<file path="src/rtl/alu_multiciclo_if.sv">
// ---------------------------------------------------------------------------
// alu_multiciclo_if
// Request/response bundle between the EX-stage control and the multi-cycle ALU.
//
// Signals:
//   inicio       : request strobe from the master
//   ALUcontrol   : 4-bit operation code, captured with the request
//   entradaA/B   : WIDTH-bit operands, captured with the request
//   pronto       : ALU idle and able to take a request
//   valido_saida : one-cycle pulse, ALUsaida/hi/Zero/div_zero are new
//   ALUsaida     : main result (LO for MULTU, quotient for DIVU)
//   hi           : MULTU upper half / DIVU remainder
//   Zero         : ALUsaida == 0, registered with ALUsaida
//   div_zero     : last completed DIVU had a zero divisor
//
// Handshake: a request is taken on a rising clock edge where inicio and
// pronto are both high. inicio while pronto is low is dropped, not queued.
// The response is a single-cycle valido_saida pulse; there is no
// back-pressure on the response side, so the master must consume the
// results (or rely on them being held) when the pulse is seen.
// ---------------------------------------------------------------------------
interface alu_multiciclo_if #(
    parameter int WIDTH = 32
);
    logic             inicio;
    logic [3:0]       ALUcontrol;
    logic [WIDTH-1:0] entradaA;
    logic [WIDTH-1:0] entradaB;
    logic             pronto;
    logic             valido_saida;
    logic [WIDTH-1:0] ALUsaida;
    logic [WIDTH-1:0] hi;
    logic             Zero;
    logic             div_zero;

    modport master (
        output inicio,
        output ALUcontrol,
        output entradaA,
        output entradaB,
        input  pronto,
        input  valido_saida,
        input  ALUsaida,
        input  hi,
        input  Zero,
        input  div_zero
    );

    modport slave (
        input  inicio,
        input  ALUcontrol,
        input  entradaA,
        input  entradaB,
        output pronto,
        output valido_saida,
        output ALUsaida,
        output hi,
        output Zero,
        output div_zero
    );
endinterface

</file>
<file path="src/rtl/alu_multiciclo.sv">
// ---------------------------------------------------------------------------
// alu_multiciclo
// Multi-cycle ALU for the MIPS32 EX stage. Logic/arithmetic/compare ops
// finish in one cycle; MULTU (shift-add) and DIVU (restoring) iterate one
// bit per cycle and produce a 2*WIDTH-bit result split across ALUsaida/hi.
//
// Ports:
//   clk      : clock, all state changes on the rising edge
//   reset    : synchronous, active-high reset
//   bus      : alu_multiciclo_if slave modport (request, operands, results)
//   o_estado : debug view of the FSM state (0 OCIOSO, 1 MUL, 2 DIV)
// ---------------------------------------------------------------------------
module alu_multiciclo #(
    parameter int WIDTH = 32
) (
    input  logic                   clk,
    input  logic                   reset,
    alu_multiciclo_if.slave        bus,
    output logic [1:0]             o_estado
);

    localparam int CW = (WIDTH > 1) ? $clog2(WIDTH) : 1;

    localparam logic [3:0] OP_AND   = 4'b0000;
    localparam logic [3:0] OP_OR    = 4'b0001;
    localparam logic [3:0] OP_ADD   = 4'b0010;
    localparam logic [3:0] OP_SLTU  = 4'b0011;
    localparam logic [3:0] OP_SUB   = 4'b0110;
    localparam logic [3:0] OP_SLT   = 4'b0111;
    localparam logic [3:0] OP_MULTU = 4'b1000;
    localparam logic [3:0] OP_DIVU  = 4'b1001;
    localparam logic [3:0] OP_NOR   = 4'b1100;

    typedef enum logic [1:0] {
        OCIOSO = 2'd0,
        MUL    = 2'd1,
        DIV    = 2'd2
    } estado_t;

    // FSM
    estado_t          r_estado;
    estado_t          w_estado_next;

    // Iteration datapath. r_acc is the running HI (multiply) or partial
    // remainder (divide); r_lo is the multiplier shifting out / quotient
    // shifting in; r_op_b is the multiplicand or divisor.
    logic [CW-1:0]    r_cont;
    logic [WIDTH-1:0] r_acc;
    logic [WIDTH-1:0] r_lo;
    logic [WIDTH-1:0] r_op_b;

    // Visible results
    logic [WIDTH-1:0] r_alusaida;
    logic [WIDTH-1:0] r_hi;
    logic             r_zero;
    logic             r_valido;
    logic             r_div_zero;

    // Combinational helpers
    logic             w_pronto;
    logic             w_aceita;
    logic             w_ultimo;
    logic             w_b_zero;
    logic             w_is_multu;
    logic             w_is_divu;
    logic             w_div_por_zero;
    logic [WIDTH-1:0] w_res_simples;
    logic [WIDTH:0]   w_soma;
    logic [WIDTH:0]   w_tenta;
    logic             w_cabe;
    logic [WIDTH-1:0] w_mul_acc;
    logic [WIDTH-1:0] w_mul_lo;
    logic [WIDTH-1:0] w_div_acc;
    logic [WIDTH-1:0] w_div_lo;

    // ------------------------------------------------------------------
    // Request decode
    // ------------------------------------------------------------------
    assign w_aceita       = bus.inicio && w_pronto;
    assign w_is_multu     = (bus.ALUcontrol == OP_MULTU);
    assign w_is_divu      = (bus.ALUcontrol == OP_DIVU);
    assign w_b_zero       = (bus.entradaB == '0);
    assign w_div_por_zero = w_is_divu && w_b_zero;

    // Result of every op that completes at the accept edge, including the
    // DIVU-by-zero short cut (quotient saturates to all ones).
    always_comb begin
        w_res_simples = '0;
        unique case (bus.ALUcontrol)
            OP_AND:  w_res_simples = bus.entradaA & bus.entradaB;
            OP_OR:   w_res_simples = bus.entradaA | bus.entradaB;
            OP_ADD:  w_res_simples = bus.entradaA + bus.entradaB;
            OP_SUB:  w_res_simples = bus.entradaA - bus.entradaB;
            OP_SLT:  w_res_simples = {{(WIDTH-1){1'b0}},
                                      ($signed(bus.entradaA) < $signed(bus.entradaB))};
            OP_SLTU: w_res_simples = {{(WIDTH-1){1'b0}}, (bus.entradaA < bus.entradaB)};
            OP_NOR:  w_res_simples = ~(bus.entradaA | bus.entradaB);
            OP_DIVU: w_res_simples = '1;
            default: w_res_simples = '0;
        endcase
    end

    // ------------------------------------------------------------------
    // One shift-add step: add the multiplicand into HI when the current
    // multiplier bit is set, then shift {carry, HI, LO} right by one. The
    // bit leaving HI enters the top of LO as the multiplier bit leaves the
    // bottom, so after WIDTH steps {HI, LO} is the full product.
    // ------------------------------------------------------------------
    assign w_soma    = {1'b0, r_acc} + (r_lo[0] ? {1'b0, r_op_b} : '0);
    assign w_mul_acc = w_soma[WIDTH:1];
    assign w_mul_lo  = {w_soma[0], r_lo[WIDTH-1:1]};

    // ------------------------------------------------------------------
    // One restoring-divide step: bring the next dividend bit into the
    // partial remainder and try to subtract the divisor. The partial
    // remainder is always below the divisor, so WIDTH+1 bits are enough
    // for the trial and its MSB is a clean borrow indicator.
    // ------------------------------------------------------------------
    assign w_tenta   = {r_acc, r_lo[WIDTH-1]} - {1'b0, r_op_b};
    assign w_cabe    = ~w_tenta[WIDTH];
    assign w_div_acc = w_cabe ? w_tenta[WIDTH-1:0] : {r_acc[WIDTH-2:0], r_lo[WIDTH-1]};
    assign w_div_lo  = {r_lo[WIDTH-2:0], w_cabe};

    // ------------------------------------------------------------------
    // FSM: state register
    // ------------------------------------------------------------------
    always_ff @(posedge clk) begin
        if (reset) begin
            r_estado <= OCIOSO;
        end else begin
            r_estado <= w_estado_next;
        end
    end

    // ------------------------------------------------------------------
    // FSM: next state
    // ------------------------------------------------------------------
    always_comb begin
        w_estado_next = r_estado;
        unique case (r_estado)
            OCIOSO: begin
                if (w_aceita) begin
                    if (w_is_multu) begin
                        w_estado_next = MUL;
                    end else if (w_is_divu && !w_b_zero) begin
                        w_estado_next = DIV;
                    end
                end
            end
            MUL, DIV: begin
                if (r_cont == '0) begin
                    w_estado_next = OCIOSO;
                end
            end
            default: w_estado_next = OCIOSO;
        endcase
    end

    // ------------------------------------------------------------------
    // FSM: outputs. pronto also drops while reset is high so a request
    // cannot be counted as accepted on a reset edge.
    // ------------------------------------------------------------------
    always_comb begin
        w_pronto = (r_estado == OCIOSO) && !reset;
        w_ultimo = (r_estado != OCIOSO) && (r_cont == '0);
        o_estado = r_estado;
    end

    // ------------------------------------------------------------------
    // Datapath and result registers
    // ------------------------------------------------------------------
    always_ff @(posedge clk) begin
        if (reset) begin
            r_cont     <= '0;
            r_acc      <= '0;
            r_lo       <= '0;
            r_op_b     <= '0;
            r_alusaida <= '0;
            r_hi       <= '0;
            r_zero     <= 1'b1;
            r_valido   <= 1'b0;
            r_div_zero <= 1'b0;
        end else begin
            r_valido <= 1'b0;
            unique case (r_estado)
                OCIOSO: begin
                    if (w_aceita) begin
                        if (w_is_multu || (w_is_divu && !w_b_zero)) begin
                            r_acc  <= '0;
                            r_lo   <= bus.entradaA;
                            r_op_b <= bus.entradaB;
                            r_cont <= CW'(WIDTH - 1);
                        end else begin
                            r_alusaida <= w_res_simples;
                            r_zero     <= (w_res_simples == '0);
                            r_valido   <= 1'b1;
                            r_div_zero <= w_div_por_zero;
                            // hi is only touched by MULTU/DIVU; the divide
                            // by zero case reports the dividend there.
                            if (w_div_por_zero) begin
                                r_hi <= bus.entradaA;
                            end
                        end
                    end
                end
                MUL: begin
                    r_acc  <= w_mul_acc;
                    r_lo   <= w_mul_lo;
                    r_cont <= r_cont - 1'b1;
                    if (w_ultimo) begin
                        r_alusaida <= w_mul_lo;
                        r_hi       <= w_mul_acc;
                        r_zero     <= (w_mul_lo == '0);
                        r_valido   <= 1'b1;
                        r_div_zero <= 1'b0;
                    end
                end
                DIV: begin
                    r_acc  <= w_div_acc;
                    r_lo   <= w_div_lo;
                    r_cont <= r_cont - 1'b1;
                    if (w_ultimo) begin
                        r_alusaida <= w_div_lo;
                        r_hi       <= w_div_acc;
                        r_zero     <= (w_div_lo == '0);
                        r_valido   <= 1'b1;
                        r_div_zero <= 1'b0;
                    end
                end
                default: begin
                    r_valido <= 1'b0;
                end
            endcase
        end
    end

    // ------------------------------------------------------------------
    // Interface outputs
    // ------------------------------------------------------------------
    assign bus.pronto       = w_pronto;
    assign bus.valido_saida = r_valido;
    assign bus.ALUsaida     = r_alusaida;
    assign bus.hi           = r_hi;
    assign bus.Zero         = r_zero;
    assign bus.div_zero     = r_div_zero;

endmodule

</file>
<file path="src/flat_wrapper.sv">
// flat-port wrapper written by rule: the top's interface ports become plain ports
module alu_multiciclo_flat 
#(
    parameter int WIDTH = 32
)
  (clk, reset, o_estado, bus_inicio, bus_ALUcontrol, bus_entradaA, bus_entradaB, bus_pronto, bus_valido_saida, bus_ALUsaida, bus_hi, bus_Zero, bus_div_zero);
  alu_multiciclo_if #(.WIDTH(WIDTH)) bus_i ();
  input  logic clk;
  input  logic reset;
  output logic [1:0] o_estado;
  input wire logic [$bits(bus_i.inicio)-1:0] bus_inicio;
  input wire logic [$bits(bus_i.ALUcontrol)-1:0] bus_ALUcontrol;
  input wire logic [$bits(bus_i.entradaA)-1:0] bus_entradaA;
  input wire logic [$bits(bus_i.entradaB)-1:0] bus_entradaB;
  output wire logic [$bits(bus_i.pronto)-1:0] bus_pronto;
  output wire logic [$bits(bus_i.valido_saida)-1:0] bus_valido_saida;
  output wire logic [$bits(bus_i.ALUsaida)-1:0] bus_ALUsaida;
  output wire logic [$bits(bus_i.hi)-1:0] bus_hi;
  output wire logic [$bits(bus_i.Zero)-1:0] bus_Zero;
  output wire logic [$bits(bus_i.div_zero)-1:0] bus_div_zero;
  assign bus_i.inicio = bus_inicio;
  assign bus_i.ALUcontrol = bus_ALUcontrol;
  assign bus_i.entradaA = bus_entradaA;
  assign bus_i.entradaB = bus_entradaB;
  assign bus_pronto = bus_i.pronto;
  assign bus_valido_saida = bus_i.valido_saida;
  assign bus_ALUsaida = bus_i.ALUsaida;
  assign bus_hi = bus_i.hi;
  assign bus_Zero = bus_i.Zero;
  assign bus_div_zero = bus_i.div_zero;
  alu_multiciclo #(.WIDTH(WIDTH)) u_core (.clk(clk), .reset(reset), .bus(bus_i), .o_estado(o_estado));
endmodule
</file>
<file path="config.mk">
export PLATFORM = sky130hd
export DESIGN_NAME = alu_multiciclo_flat
export DESIGN_NICKNAME = d
export VERILOG_FILES = /design/src/rtl/alu_multiciclo_if.sv /design/src/rtl/alu_multiciclo.sv /design/src/flat_wrapper.sv
export SDC_FILE = /design/constraint.sdc
export NUM_CORES = 1
export LEC_CHECK = 0
export ABC_AREA = 1
export BUFFER_PORTS_ARGS = -buffer_cell sky130_fd_sc_hd__buf_2
export CAP_MARGIN = 25
export CORE_MARGIN = 1.5
export CORE_UTILIZATION = 25
export DETAILED_ROUTE_END_ITERATION = 16
export RECOVER_POWER = 50
export SYNTH_ARGS = -nofsm -noshare
export SYNTH_HDL_FRONTEND = slang
export SYNTH_SLANG_ARGS = --single-unit
</file>
<file path="constraint.sdc">
create_clock -name clk -period 7.4 [get_ports clk]
set_clock_uncertainty 0.15 [all_clocks]
set_input_delay 0.74 -clock clk [delete_from_list [all_inputs] [get_ports clk]]
set_output_delay 0.74 -clock clk [all_outputs]
set_load 0.01 [all_outputs]
</file>
==> impl_metrics.json <==
{
  "muxShareOfSynthArea_pct": 0,
  "path_cells": "buf_2 > nor4_1 > nand4_1 > nor2_1 > o21ai_0 > nand2_2 > clkbuf_1 > o21ai_0 > a21oi_1",
  "failed_checks": "max-capacitance violations, max-slew violations",
  "synth_cell_types": 53,
  "worstReg2RegStart": "u_core.o_estado[0]",
  "gp_congestion": 1.04,
  "die_x_um": 281,
  "netlist.area_leader.share_pct": 17.6,
  "grt_pass1_vias": 20923,
  "slowest_delay_ns": 2.17,
  "crit_arrival_ns": 6.08,
  "synth_compound_area_share_pct": 19.5,
  "first_pass_iters": 7,
  "cts-buffers-inserted": 17,
  "core-area_mm2": 0.0762,
  "synth_fa_ha_area_share_pct": 11.7,
  "antenna_found_initial": 10,
  "wl_met2_mm": 38.2,
  "synth_top_family_by_area": "simple AND/OR/NAND/NOR gates",
  "vias_per_cell": 4.98,
  "synthSimpleGateAreaFrac_pct": 34.8,
  "seq_area_frac_synth_pct": 17.6,
  "yosysWarningCount": 0,
  "cpMaxStageDelayCell": "clkbuf_1",
  "hold_violations": 0,
  "fin_crit_ns": 5.84,
  "ir_drop_v": 0.000165,
  "rr_worst_depth": 10,
  "slew_headroom_pct": -104,
  "cts_hold_buf": 0,
  "leakagePower_nw": 10.9,
  "r2r_setup_slack_ns": 2.30,
  "period_share_pct": 78.9,
  "synth.cell_area_mm2": 0.0193,
  "drc_errors": 0,
  "htreeDepth": 4,
  "io_pins": 141,
  "start_util_pct": 25.4,
  "required_ns": 7.65,
  "portBuffers": 140,
  "final_util_pct": 27.8,
  "final_cell_mix": "906 x nand2_1, 571 x inv_1, 311 x a21oi_1",
  "syn-num-nets": 3627,
  "mostFrequentLayoutCell": "nand2_1",
  "postSynthCellCount": 3378,
  "dieArea_mm2": 0.0790,
  "clockRootBuffer": "clkbuf_16",
  "grt_start_max_net_pins": 117,
  "drive_gt1_share_pct": 5.04,
  "synth.avg_cell_area_um2": 5.72,
  "synth-edff-count": 0,
  "wl_per_cell_um": 18.6,
  "route.vias.total": 22242,
  "tightest_slew_ns": 3.05,
  "cts.sinks": 170,
  "grt_overflow_total": 0,
  "ys_dominant_reg_cell": "dfxtp_1",
  "place_hpwl_mm": 67.0,
  "synth_seq_cells": 170,
  "register_area_mm2": 0.00340,
  "nets": 3666,
  "clk_pin_slew_ns": 0.08,
  "num_rows": 101,
  "hp-start": "u_core.bus.ALUsaida[4]",
  "status": "complete, but fails checks",
  "finalWorstSetupSlack_ns": 1.56,
  "cp-end-kind": "flip-flop",
  "cts_setup_buffers": 0,
  "tritoncts": "built",
  "drv_slew": 106,
  "setup_viol": 0,
  "max_cap_viol_count": 2,
  "clock.fmax_mhz": 171,
  "rsz0062_at_grt": "no",
  "wl_met3_mm": 5.56,
  "synth_area_leaders": "nand2_1 18%, dfxtp_1 18%, ha_1 11%",
  "whs_path_depth": 2,
  "die_y_um": 281,
  "crit_top_cell": "o21ai_0",
  "cts_resized": 0,
  "grt_use_total_pct": 20.7,
  "fillers": 8780,
  "grt_pass1_wl_mm": 124,
  "path_class": "input port to flip-flop",
  "cp_max_fo": 63,
  "fin_setup_tns_ns": 0,
  "finalWirelength_mm": 83.2,
  "final_antenna_net_count": 0,
  "crit_path_start_kind": "input port",
  "multi_input_area_mm2": 0.0130,
  "min_path_type": "flip-flop to flip-flop",
  "p_per_area_mw_per_mm2": 150,
  "clock_path_buffers": 2,
  "met1_length_mm": 35.3,
  "routed.top_layer": "met5",
  "synth-xor-area-share_pct": 1.04,
  "clock_latency_ns": 0.50,
  "yosys.area.top_type": "nand2_1",
  "place_ws_ns": 2.62,
  "area_growth_pct": 9.72,
  "async_reset_ff_share_pct": 0,
  "first_iter_violations": 2067,
  "timing.rr.end": "u_core.r_cont[3]",
  "min_to": "u_core.bus.ALUsaida[4]"
}
[where the power goes]
part	internal, W	leakage (nW)	switching (W)
Sequential	0.000949	1.38	0.0000267
Clock	0.000483	0.293	0.000500
Combinational	0.000350	9.24	0.000869
[sequential cells by signal, summed over array words and instances (netlist names)]
register,cells
u_core.bus.div_zero,1
u_core.bus.ALUsaida,32
u_core.o_estado,2
u_core.bus.hi,32
u_core.bus.Zero,1
u_core.bus.valido_saida,1
u_core.r_op_b,32
u_core.r_lo,32
u_core.r_acc,32
u_core.r_cont,5
[critical path: cells and delay by family]
family,cells,cell delay [ns]
simple gates,4,1.48
buf+inv,2,2.32
compound gates,3,1.52
[cells by family after synthesis]
| logic type | Yosys count |
|---|---|
| AND/OR/NAND/NOR | 1603 |
| flip-flops | 170 |
| XOR/XNOR | 23 |
| buffers and inverters | 716 |
| AO/OA/AOI/OAI | 688 |
| adder cells (fa/ha/maj) | 178 |
[Yosys cell counts (4+ instances only)]
| library cell | number |
|---|---|
| ha_1 | 174 |
| or2_2 | 10 |
| a211oi_1 | 40 |
| nor3_1 | 33 |
| nand4_1 | 34 |
| o21a_1 | 4 |
| o211ai_1 | 9 |
| nand2_1 | 907 |
| nor4_1 | 17 |
| fa_1 | 4 |
| and3_1 | 4 |
| nand3_2 | 13 |
| buf_6 | 6 |
| a21o_1 | 5 |
| a21boi_0 | 5 |
| dfxtp_1 | 170 |
| a31oi_1 | 12 |
| nor2_1 | 296 |
| o22ai_1 | 56 |
| nand2_2 | 15 |
| clkbuf_8 | 10 |
| o21ai_0 | 208 |
| o21ai_1 | 8 |
| inv_2 | 8 |
| xor2_1 | 10 |
| nand3b_1 | 12 |
| a21oi_1 | 311 |
| buf_2 | 39 |
| and2_1 | 8 |
| clkbuf_1 | 67 |
| nand3_1 | 250 |
| xnor2_1 | 13 |
| o21bai_1 | 17 |
| inv_1 | 571 |
[metal layers]
layer / up-vias / track usage [%]
met1: 10256 / 26.5
met2: 849 / 33.9
met3: 177 / 2.49
met5: - / 0
li1: 10954 / -
met4: 6 / 11.0
[area by class of cell]
cell class / count / share of cell area [%]
Inverter: 582 / 10.3
Sequential cell: 170 / 16.0
Clock inverter: 15 / 0.802
Multi-Input combinational cell: 2492 / 61.2
Clock buffer: 17 / 2.01
Antenna cell: 5 / 0.0590
Timing Repair Buffer: 154 / 3.47
Tap cell: 1030 / 6.08
[metrics by stage]
step	hold WS, ns	area, µm²	total power, W	cells
2_1_floorplan	0.300	19300	0.00183	3378
3_3_place_gp	0.304	20700	0.00218	4427
3_5_place_dp	0.305	20700	0.00219	4427
4_1_cts	0.322	21300	0.00317	4459
5_1_grt	0.348	21200	0.00335	4465
6_report	0.324	21200	0.00318	4465
[worst max-delay path by stage]
stage	start	endpoint	cells past startpoint
floorplan	bus_entradaA[0]	u_core.bus.Zero	23
finish	bus_entradaB[24]	u_core.r_op_b[17]	9
global placement	bus_entradaB[24]	u_core.bus.hi[0]	13
global route	bus_entradaB[31]	u_core.r_op_b[18]	9
CTS	u_core.r_lo[31]	u_core.r_acc[18]	18
detailed placement	bus_entradaB[24]	u_core.bus.hi[4]	13
(Power assumes the default switching activity.)
